**src/rtl/spi_reg_slave.sv**
```systemverilog
// spi_reg_slave: SPI mode-0 slave exposing 128 byte registers, with VERSION readable at 0x42.
// Define SPI_BURST_EN to keep streaming data bytes with an auto-incrementing (mod 128) address.
module spi_reg_slave #(
   parameter logic [7:0] VERSION     = 8'h12,
   parameter int         SYNC_STAGES = 2
) (
   input  logic       clk_in,
   input  logic       rst_n,
   input  logic       sclk,
   input  logic       nss,
   input  logic       mosi,
   output logic       miso,
   output logic       wr_stb,
   output logic [6:0] wr_addr,
   output logic [7:0] wr_data,
   output logic       busy
);
   typedef enum logic [1:0] {IDLE, ADDR, DATA} state_t;
   state_t state, state_nxt;
   logic [SYNC_STAGES-1:0] sclk_sy, nss_sy, mosi_sy;
   logic sclk_q, nss_q, sclk_s, nss_s, mosi_s;
   logic sclk_rise, sclk_fall, nss_rise, nss_fall, nss_edge;
   logic [2:0] bit_cnt;
   logic [6:0] shift_in, addr, addr_inc;
   logic [7:0] frame, shift_out;
   logic wnr, done, byte_done, commit;
   logic [7:0] regs [128];
   logic [127:0] vld;

   assign sclk_s    = sclk_sy[SYNC_STAGES-1];
   assign nss_s     = nss_sy[SYNC_STAGES-1];
   assign mosi_s    = mosi_sy[SYNC_STAGES-1];
   assign sclk_rise = sclk_s & ~sclk_q;
   assign sclk_fall = ~sclk_s & sclk_q;
   assign nss_rise  = nss_s & ~nss_q;
   assign nss_fall  = ~nss_s & nss_q;
   assign nss_edge  = nss_rise | nss_fall;
   assign busy      = ~nss_s;
   assign frame     = {shift_in, mosi_s};
   assign addr_inc  = addr + 7'd1;
   assign byte_done = state == DATA && !done && sclk_rise && &bit_cnt && !nss_edge;
   assign commit    = byte_done && wnr && addr != 7'h42;

   // Registers never written since reset read as zero via the valid bits
   function automatic logic [7:0] rd(input logic [6:0] a);
      return (a == 7'h42) ? VERSION : (vld[a] ? regs[a] : 8'h00);
   endfunction

   always_ff @(posedge clk_in or negedge rst_n)
      if (!rst_n) begin
         sclk_sy <= '0;
         nss_sy  <= '1;
         mosi_sy <= '0;
         sclk_q  <= 1'b0;
         nss_q   <= 1'b1;
      end else begin
         sclk_sy <= {sclk_sy[SYNC_STAGES-2:0], sclk};
         nss_sy  <= {nss_sy[SYNC_STAGES-2:0], nss};
         mosi_sy <= {mosi_sy[SYNC_STAGES-2:0], mosi};
         sclk_q  <= sclk_s;
         nss_q   <= nss_s;
      end

   always_ff @(posedge clk_in or negedge rst_n)
      if (!rst_n) state <= IDLE;
      else state <= state_nxt;

   always_comb begin
      state_nxt = state;
      if (nss_rise) state_nxt = IDLE;
      else if (nss_fall) state_nxt = ADDR;
      else if (state == ADDR && sclk_rise && &bit_cnt) state_nxt = DATA;
   end

   always_ff @(posedge clk_in)
      if (commit) regs[addr] <= frame;

   always_ff @(posedge clk_in or negedge rst_n)
      if (!rst_n) begin
         bit_cnt   <= 3'd0;
         shift_in  <= 7'd0;
         shift_out <= 8'd0;
         addr      <= 7'd0;
         wnr       <= 1'b0;
         done      <= 1'b0;
         miso      <= 1'b0;
         wr_stb    <= 1'b0;
         wr_addr   <= 7'd0;
         wr_data   <= 8'd0;
         vld       <= '0;
      end else begin
         wr_stb <= commit;
         if (commit) begin
            vld[addr] <= 1'b1;
            wr_addr   <= addr;
            wr_data   <= frame;
         end
         if (nss_edge) begin
            bit_cnt   <= 3'd0;
            shift_in  <= 7'd0;
            shift_out <= 8'd0;
            done      <= 1'b0;
            miso      <= 1'b0;
         end else if (state == ADDR && sclk_rise) begin
            shift_in <= frame[6:0];
            bit_cnt  <= bit_cnt + 3'd1;
            if (&bit_cnt) begin
               wnr       <= frame[7];
               addr      <= frame[6:0];
               shift_out <= frame[7] ? 8'h00 : rd(frame[6:0]);
            end
         end else if (state == DATA && !done && sclk_rise) begin
            shift_in <= frame[6:0];
            bit_cnt  <= bit_cnt + 3'd1;
`ifdef SPI_BURST_EN
            if (byte_done) begin
               addr      <= addr_inc;
               shift_out <= wnr ? 8'h00 : rd(addr_inc);
            end
`else
            if (byte_done) done <= 1'b1;
`endif
         end else if (state == DATA && sclk_fall) begin
            miso      <= (wnr || done) ? 1'b0 : shift_out[7];
            shift_out <= {shift_out[6:0], 1'b0};
         end
      end
endmodule

```
**config.mk**
```make
export PLATFORM = sky130hd
export DESIGN_NAME = spi_reg_slave
export DESIGN_NICKNAME = d
export VERILOG_FILES = /design/src/rtl/spi_reg_slave.sv
export SDC_FILE = /design/constraint.sdc
export NUM_CORES = 1
export LEC_CHECK = 0
export CAP_MARGIN = 0
export CORE_MARGIN = 8
export CORE_UTILIZATION = 55
export CTS_BUF_LIST = sky130_fd_sc_hd__clkbuf_8 sky130_fd_sc_hd__clkbuf_16
export DETAILED_ROUTE_END_ITERATION = 16
export PLACE_DENSITY = 0.81
export SYNTH_ARGS = -nofsm -noshare
export SYNTH_HDL_FRONTEND = slang
export SYNTH_SLANG_ARGS = --single-unit
```
**constraint.sdc**
```tcl
create_clock -name clk_in -period 7.1 [get_ports clk_in]
set_input_delay 2.13 -clock clk_in [delete_from_list [all_inputs] [get_ports clk_in]]
set_output_delay 2.13 -clock clk_in [all_outputs]
set_load 0.005 [all_outputs]
```
* Word level (Yosys, flattened, before mapping)
Memories as Yosys holds them, arrays and structs flattened.
Cells that the tools add are included.
** Operators by class
- Add/sub/neg operators :: 1
- Magnitude comparators :: 3
- Eq/ne operators :: 8
- Muxes and demuxes :: 32
- Bitwise logic cells :: 11
- Reductions and logical operators :: 24
** Operator list (number)
- 128-bit bitwise OR :: 1
- 8-bit two-way mux :: 8
- 7-bit two-way mux :: 3
- 7-bit by 8-bit < comparator with 1-bit output (second input constant) :: 2
- 1-bit two-way mux :: 13
- 3-bit AND reduction :: 4
- 1-bit logical AND :: 10
- 3-bit two-way mux :: 3
- 3-bit nonzero test :: 3
- 1-bit binary-select mux with 7-bit select :: 1
- 1-bit demux with 7-bit select :: 1
- 7-bit equality test (second input constant) :: 1
- 7-bit by 1-bit >= comparator with 1-bit output (second input constant) :: 1
- 7-bit != test (second input constant) :: 1
- 2-bit two-way mux :: 3
- 2-bit nonzero test :: 3
- 1-bit NOT :: 5
- 5-bit AND reduction :: 1
- 1-bit bitwise AND :: 4
- 2-bit != test (second input constant) :: 2
- 3-bit by 1-bit adder with 3-bit output (second input constant) :: 1
- 3-bit by 2-bit != test with 1-bit output (second input constant) :: 1
- 3-bit != test (second input constant) :: 1
- 2-bit by 1-bit equality test with 1-bit output (second input constant) :: 1
- 4 further kinds :: 5
** Storage, ports and cells
- Register bits after elaboration :: 182
- Memory bits (writable) :: 1024
- Bits of input ports :: 5
- Output and inout bits :: 18
- Word-level logic and storage cells :: 97
- Memories :: 1
** Memory list
- regs :: words 128, width 8, rd ports 1, clocked after memory_dff 0, write ports 1, RTL line 27 : logic [7:0] regs [128];

* Logic depth before layout (Yosys ltp)
- Word-level depth :: 9
- Gate-level depth with buffers :: 11
- Gate-level depth less buffers :: 9

* Worst setup path before layout
Ideal clock, no wire load.
- Path kind :: reg-to-reg
- Start point :: reg mosi_sy[1]
- End point :: reg shift_out[5]
- Library setup time :: 0.118 ns
- Data arrival time :: 3.950 ns
- Required time :: 6.982 ns
- Slack :: 3.032 ns
- Cell stages (with the launch flop) :: 11
- Buffers on the path :: 4
- Clock period less this slack :: 4.068 ns
- Path through :: dfrtp_1 -> buf_6 -> buf_6 -> buf_4 -> buf_2 -> mux4_2 -> mux2i_1 -> o22ai_1 -> a211oi_1 -> a21oi_1 -> a21o_1
** Between the ends
- Longest elaborated chain between the ends :: 8
- Elaborated cells on any way between the ends :: 10
- Those cells by class :: eq/ne (1); mux (8); memory (1)
** RTL lines
- from (decl) :: RTL line 20 : logic [SYNC_STAGES-1:0] sclk_sy, nss_sy, mosi_sy;
- from (signal assigned) :: RTL line 59 : mosi_sy <= {mosi_sy[SYNC_STAGES-2:0], mosi};
- 1-bit binary-select mux with 7-bit select :: RTL line 46 : return (a == 7'h42) ? VERSION : (vld[a] ? regs[a] : 8'h00);
- 1-bit two-way mux (implied by the code) :: RTL line 46
- 8-bit two-way mux :: RTL line 46
- 8-bit two-way mux (*) :: RTL line 46
- 8-bit two-way mux (*) :: RTL line 110 : shift_out <= frame[7] ? 8'h00 : rd(frame[6:0]);
- 8-bit two-way mux (*) :: RTL line 107 : if (&bit_cnt) begin
- 8-bit two-way mux (*) :: RTL line 104 : end else if (state == ADDR && sclk_rise) begin
- 8-bit two-way mux (*) :: RTL line 98 : if (nss_edge) begin
- to (signal assigned) :: RTL line 110
- to (signal assigned) :: RTL line 125 : shift_out <= {shift_out[6:0], 1'b0};
- to (decl) :: RTL line 25 : logic [7:0] frame, shift_out;
Every way passes the cells marked *; elsewhere a longest branch is shown, timed or not. The select of a mux whose other input is x is not followed.
A chain may end at the register's enable or synchronous reset.

* Worst setup path after layout
- Start point :: reg nss_sy[1]
- End point :: mem regs[105][5], enable pin
** Between the ends
- Longest elaborated chain between the ends :: 9
- Elaborated cells on any way between the ends :: 10
- Those cells by class :: mux (2); bitwise (4); reduce/logical (4)
** RTL lines
- from (decl) :: RTL line 20
- from (signal assigned) :: RTL line 58 : nss_sy <= {nss_sy[SYNC_STAGES-2:0], nss};
- 1-bit NOT :: RTL line 36 : assign nss_fall = ~nss_s & nss_q;
- 1-bit bitwise AND :: RTL line 36
- 1-bit bitwise OR (*) :: RTL line 37 : assign nss_edge = nss_rise | nss_fall;
- 1-bit zero test (*) :: RTL line 41 : assign byte_done = state == DATA && !done && sclk_rise && &bit_cnt && !nss_edge;
- 1-bit logical AND (*) :: RTL line 41
- 1-bit logical AND (*) (2 in series) :: RTL line 42 : assign commit = byte_done && wnr && addr != 7'h42;
- 1-bit two-way mux (*) :: RTL line 76 : if (commit) regs[addr] <= frame;
- 1-bit two-way mux (implied by the code) (*) :: RTL line 76
- to (decl) :: RTL line 27
Every way passes the cells marked *; elsewhere a longest branch is shown, timed or not.

==> results.sh <==
export IMPL_p_leak_nw=18.0
export IMPL_layout_common_cells="1024 x edfxtp_1, 290 x mux4_2, 171 x dfrtp_1, 148 x nor2_1, 117 x nand2_1"
export IMPL_cts_resized=0
export IMPL_reg2reg_to="regs[105][5]"
export IMPL_ys_async_sr_fraction_pct=15.1
export IMPL_coreArea_sq_um=85000
export IMPL_yosysUniqueCellTypes=73
export IMPL_maxCapViolCount=0
export IMPL_gp_congestion=0.886
export IMPL_finalSetupViolCount=0
export IMPL_rows=107
export IMPL_stdcell_area_sq_um=52100
export IMPL_yosysWarnings=0
export IMPL_synth_seq_cells=1206
export IMPL_relSlewSlack_pct=13.3
export IMPL_post_cts_buffers=0
export IMPL_clk_pin_slew_worst_paths_ns=0.06
export IMPL_vias=24324
export IMPL_clockRootBuffer="clkbuf_16"
export IMPL_clk_path_buf_depth=3
export IMPL_multi_input_area_sq_um=11000
export IMPL_skew_ns=0.0282
export IMPL_cp_data_arrival_time_ns=5.15
export IMPL_worstSetupEndpointType="flip-flop"
export IMPL_overflow=0
export IMPL_drive_gt1_share_pct=25.1
export IMPL_fin_tns_setup_ns=0
export IMPL_final_nets=2429
export IMPL_setup_worst_path_start="nss_sy[1]"
export IMPL_synth_top_flop_cell="edfxtp_1"
export IMPL_grt_max_degree=132
export IMPL_cts_sinks=1206
export IMPL_detail_route_antenna_nets=0
export IMPL_antenna_found_initial=1
export IMPL_viasPerCell=6.64
export IMPL_rr_worst_depth=8
export IMPL_synthCells=2380
export IMPL_r2r_start="nss_sy[1]"
export IMPL_drt_total_wl_um=112000
export IMPL_grt_pass1_wl_um=166000
export IMPL_portBuffers=22
export IMPL_hold_violations=0
export IMPL_die_area_sq_um=95200
export IMPL_max_freq_mhz=206
export IMPL_start_kind="flip-flop"
export IMPL_first_global_vias=24843
export IMPL_powerDensity_nw_per_um2=281
export IMPL_die_w_um=309
export IMPL_cts_hold_buf=0
export IMPL_syn2layout_area_growth_pct=10.8
export IMPL_placed_area_sq_um=48400
export IMPL_crit_type="flip-flop to flip-flop"
export IMPL_numCtsBuffers=111
export IMPL_layout_commonest_cell="edfxtp_1"
export IMPL_r2r_slack_ns=2.24
export IMPL_cts_tree="done"
export IMPL_dp_hpwl_um=64500
export IMPL_firstDrtPassIters=6
export IMPL_crit_required_ns=7.39
export IMPL_finalCritPeriodShare_pct=68.4
export IMPL_clk_latency_ns=0.67
export IMPL_tightest_slew_ns=1.29
export IMPL_syn_avg_cell_area_sq_um=19.8
export IMPL_min_path_type="flip-flop to flip-flop"
export IMPL_slew_viol_final=0
export IMPL_synth_edf_count=1024
export IMPL_endpoint="regs[105][5]"
export IMPL_holdPathStages=0
export IMPL_rsz0062_at_grt="false"
export IMPL_route_detailed_drc=0
export IMPL_ys_seq_area_share_pct=75.0
export IMPL_outcome="completed"
export IMPL_start_util_pct=55.4
export IMPL_drt_iter0_markers=3404
export IMPL_n_fill_cell=5526
export IMPL_cp_max_fo=22
export IMPL_num_io_pins=23
export IMPL_regArea_sq_um=35300
export IMPL_peakVddDrop_uv=190
export IMPL_period_minus_slack_ns=4.86
export IMPL_wl_per_cell_um=30.6
export IMPL_die_h_um=309
export IMPL_netlist_area_sq_um=47100
export IMPL_grt_use_total_pct=23.5
export IMPL_cts_max_level=3
synthesized netlist by cell type (all sizes together), types with 9 or more instances:
cell | n | area, sq um
edfxtp | 1024 | 30700
mux4 | 292 | 6580
dfrtp | 179 | 4480
nor2 | 149 | 559
nand2 | 118 | 443
or2 | 96 | 601
buf | 77 | 548
clkbuf | 60 | 225
mux2i | 45 | 450
a22oi | 37 | 278
nand3 | 36 | 180
o21bai | 31 | 233
o21ai | 27 | 135
a21oi | 21 | 109
a31oi | 16 | 100
mux2 | 13 | 146
nor2b | 12 | 75.1
o22ai | 11 | 68.8
and3 | 10 | 62.6
a211oi | 9 | 77.6
inv | 9 | 33.8
nand4 | 9 | 56.3
cell families (layout without fill, tap and decap cells):
group | after synthesis | after routing | synth area share, %
compound gates | 207 | 207 | 3.16
flops | 1206 | 1206 | 75.0
simple gates | 465 | 465 | 4.75
other cells | 1 | 9 | 0.00797
fa+ha+maj | 3 | 3 | 0.0798
mux | 350 | 350 | 15.3
buf+inv | 148 | 278 | 1.73
how the worst min path moves through the flow:
stage | start | endpoint | slack [ns]
after floorplan | mosi_sy[0] | mosi_sy[1] | 0.33
after global placement | mosi_sy[0] | mosi_sy[1] | 0.35
after detailed placement | mosi_sy[0] | mosi_sy[1] | 0.35
after CTS | mosi_sy[0] | mosi_sy[1] | 0.36
after global routing | mosi_sy[0] | mosi_sy[1] | 0.37
final | mosi_sy[0] | mosi_sy[1] | 0.35
critical path: stages (launching register included):
cell and delay, ns:
dfstp_2 0.54, inv_1 0.05, ha_1 0.66, nand2_1 0.13
nor3_2 0.62, nand2_1 0.20, nor2_1 0.74, nand3_1 0.74
nor2_1 0.79
state kept, by name, indices dropped and copies added (netlist names):
name,flops
regs,1024
wr_stb,1
addr,7
done,1
mosi_sy,2
wr_addr,7
state,2
shift_out,8
sclk_q,1
wr_data,8
shift_in,7
bit_cnt,3
sclk_sy,2
miso,1
vld,128
wnr,1
nss_sy,2
nss_q,1
cell type report:
class,instances,area share [%]
antenna,1,0.00480
clock buffer,127,5.86
clock inverter,82,1.30
inverter,11,0.0792
multi-input combinational,1033,21.1
sequential,1206,67.8
tap,1144,2.75
timing repair buffer,58,1.14
per-layer routing:
layer | GRT usage, % | up-vias | share of wire [%]
met2 | 36.9 | 1748 | 48
met5 | 0 | - | 0
met1 | 31.8 | 12615 | 37
li1 | - | 9661 | -
met4 | 9.93 | 0 | 4.4
met3 | 5.61 | 300 | 11
power breakdown:
part / switching [mW] / internal [mW] / leakage [nW]
registers: 0.0706 / 7.73 / 12.1
clock network: 2.57 / 3.46 / 1.92
logic: 0.542 / 0.295 / 4.01
through the flow:
| step | power (mW) | instances | hold WS (ns) | setup WS (ns) | util [%] |
|---|---|---|---|---|---|
| floorplan | 8.47 | 2387 | 0.331 | 3.03 | - |
| CTS | 14.7 | 3661 | 0.357 | 2.33 | 61.3 |
| global route | 15.0 | 3661 | 0.368 | 2.01 | 61.3 |
| global placement | 8.74 | 3452 | 0.347 | 2.60 | 56.9 |
| detailed placement | 8.77 | 3452 | 0.345 | 2.45 | 56.9 |
| finish | 14.7 | 3662 | 0.353 | 2.24 | 61.3 |
(Power assumes the default switching activity.)
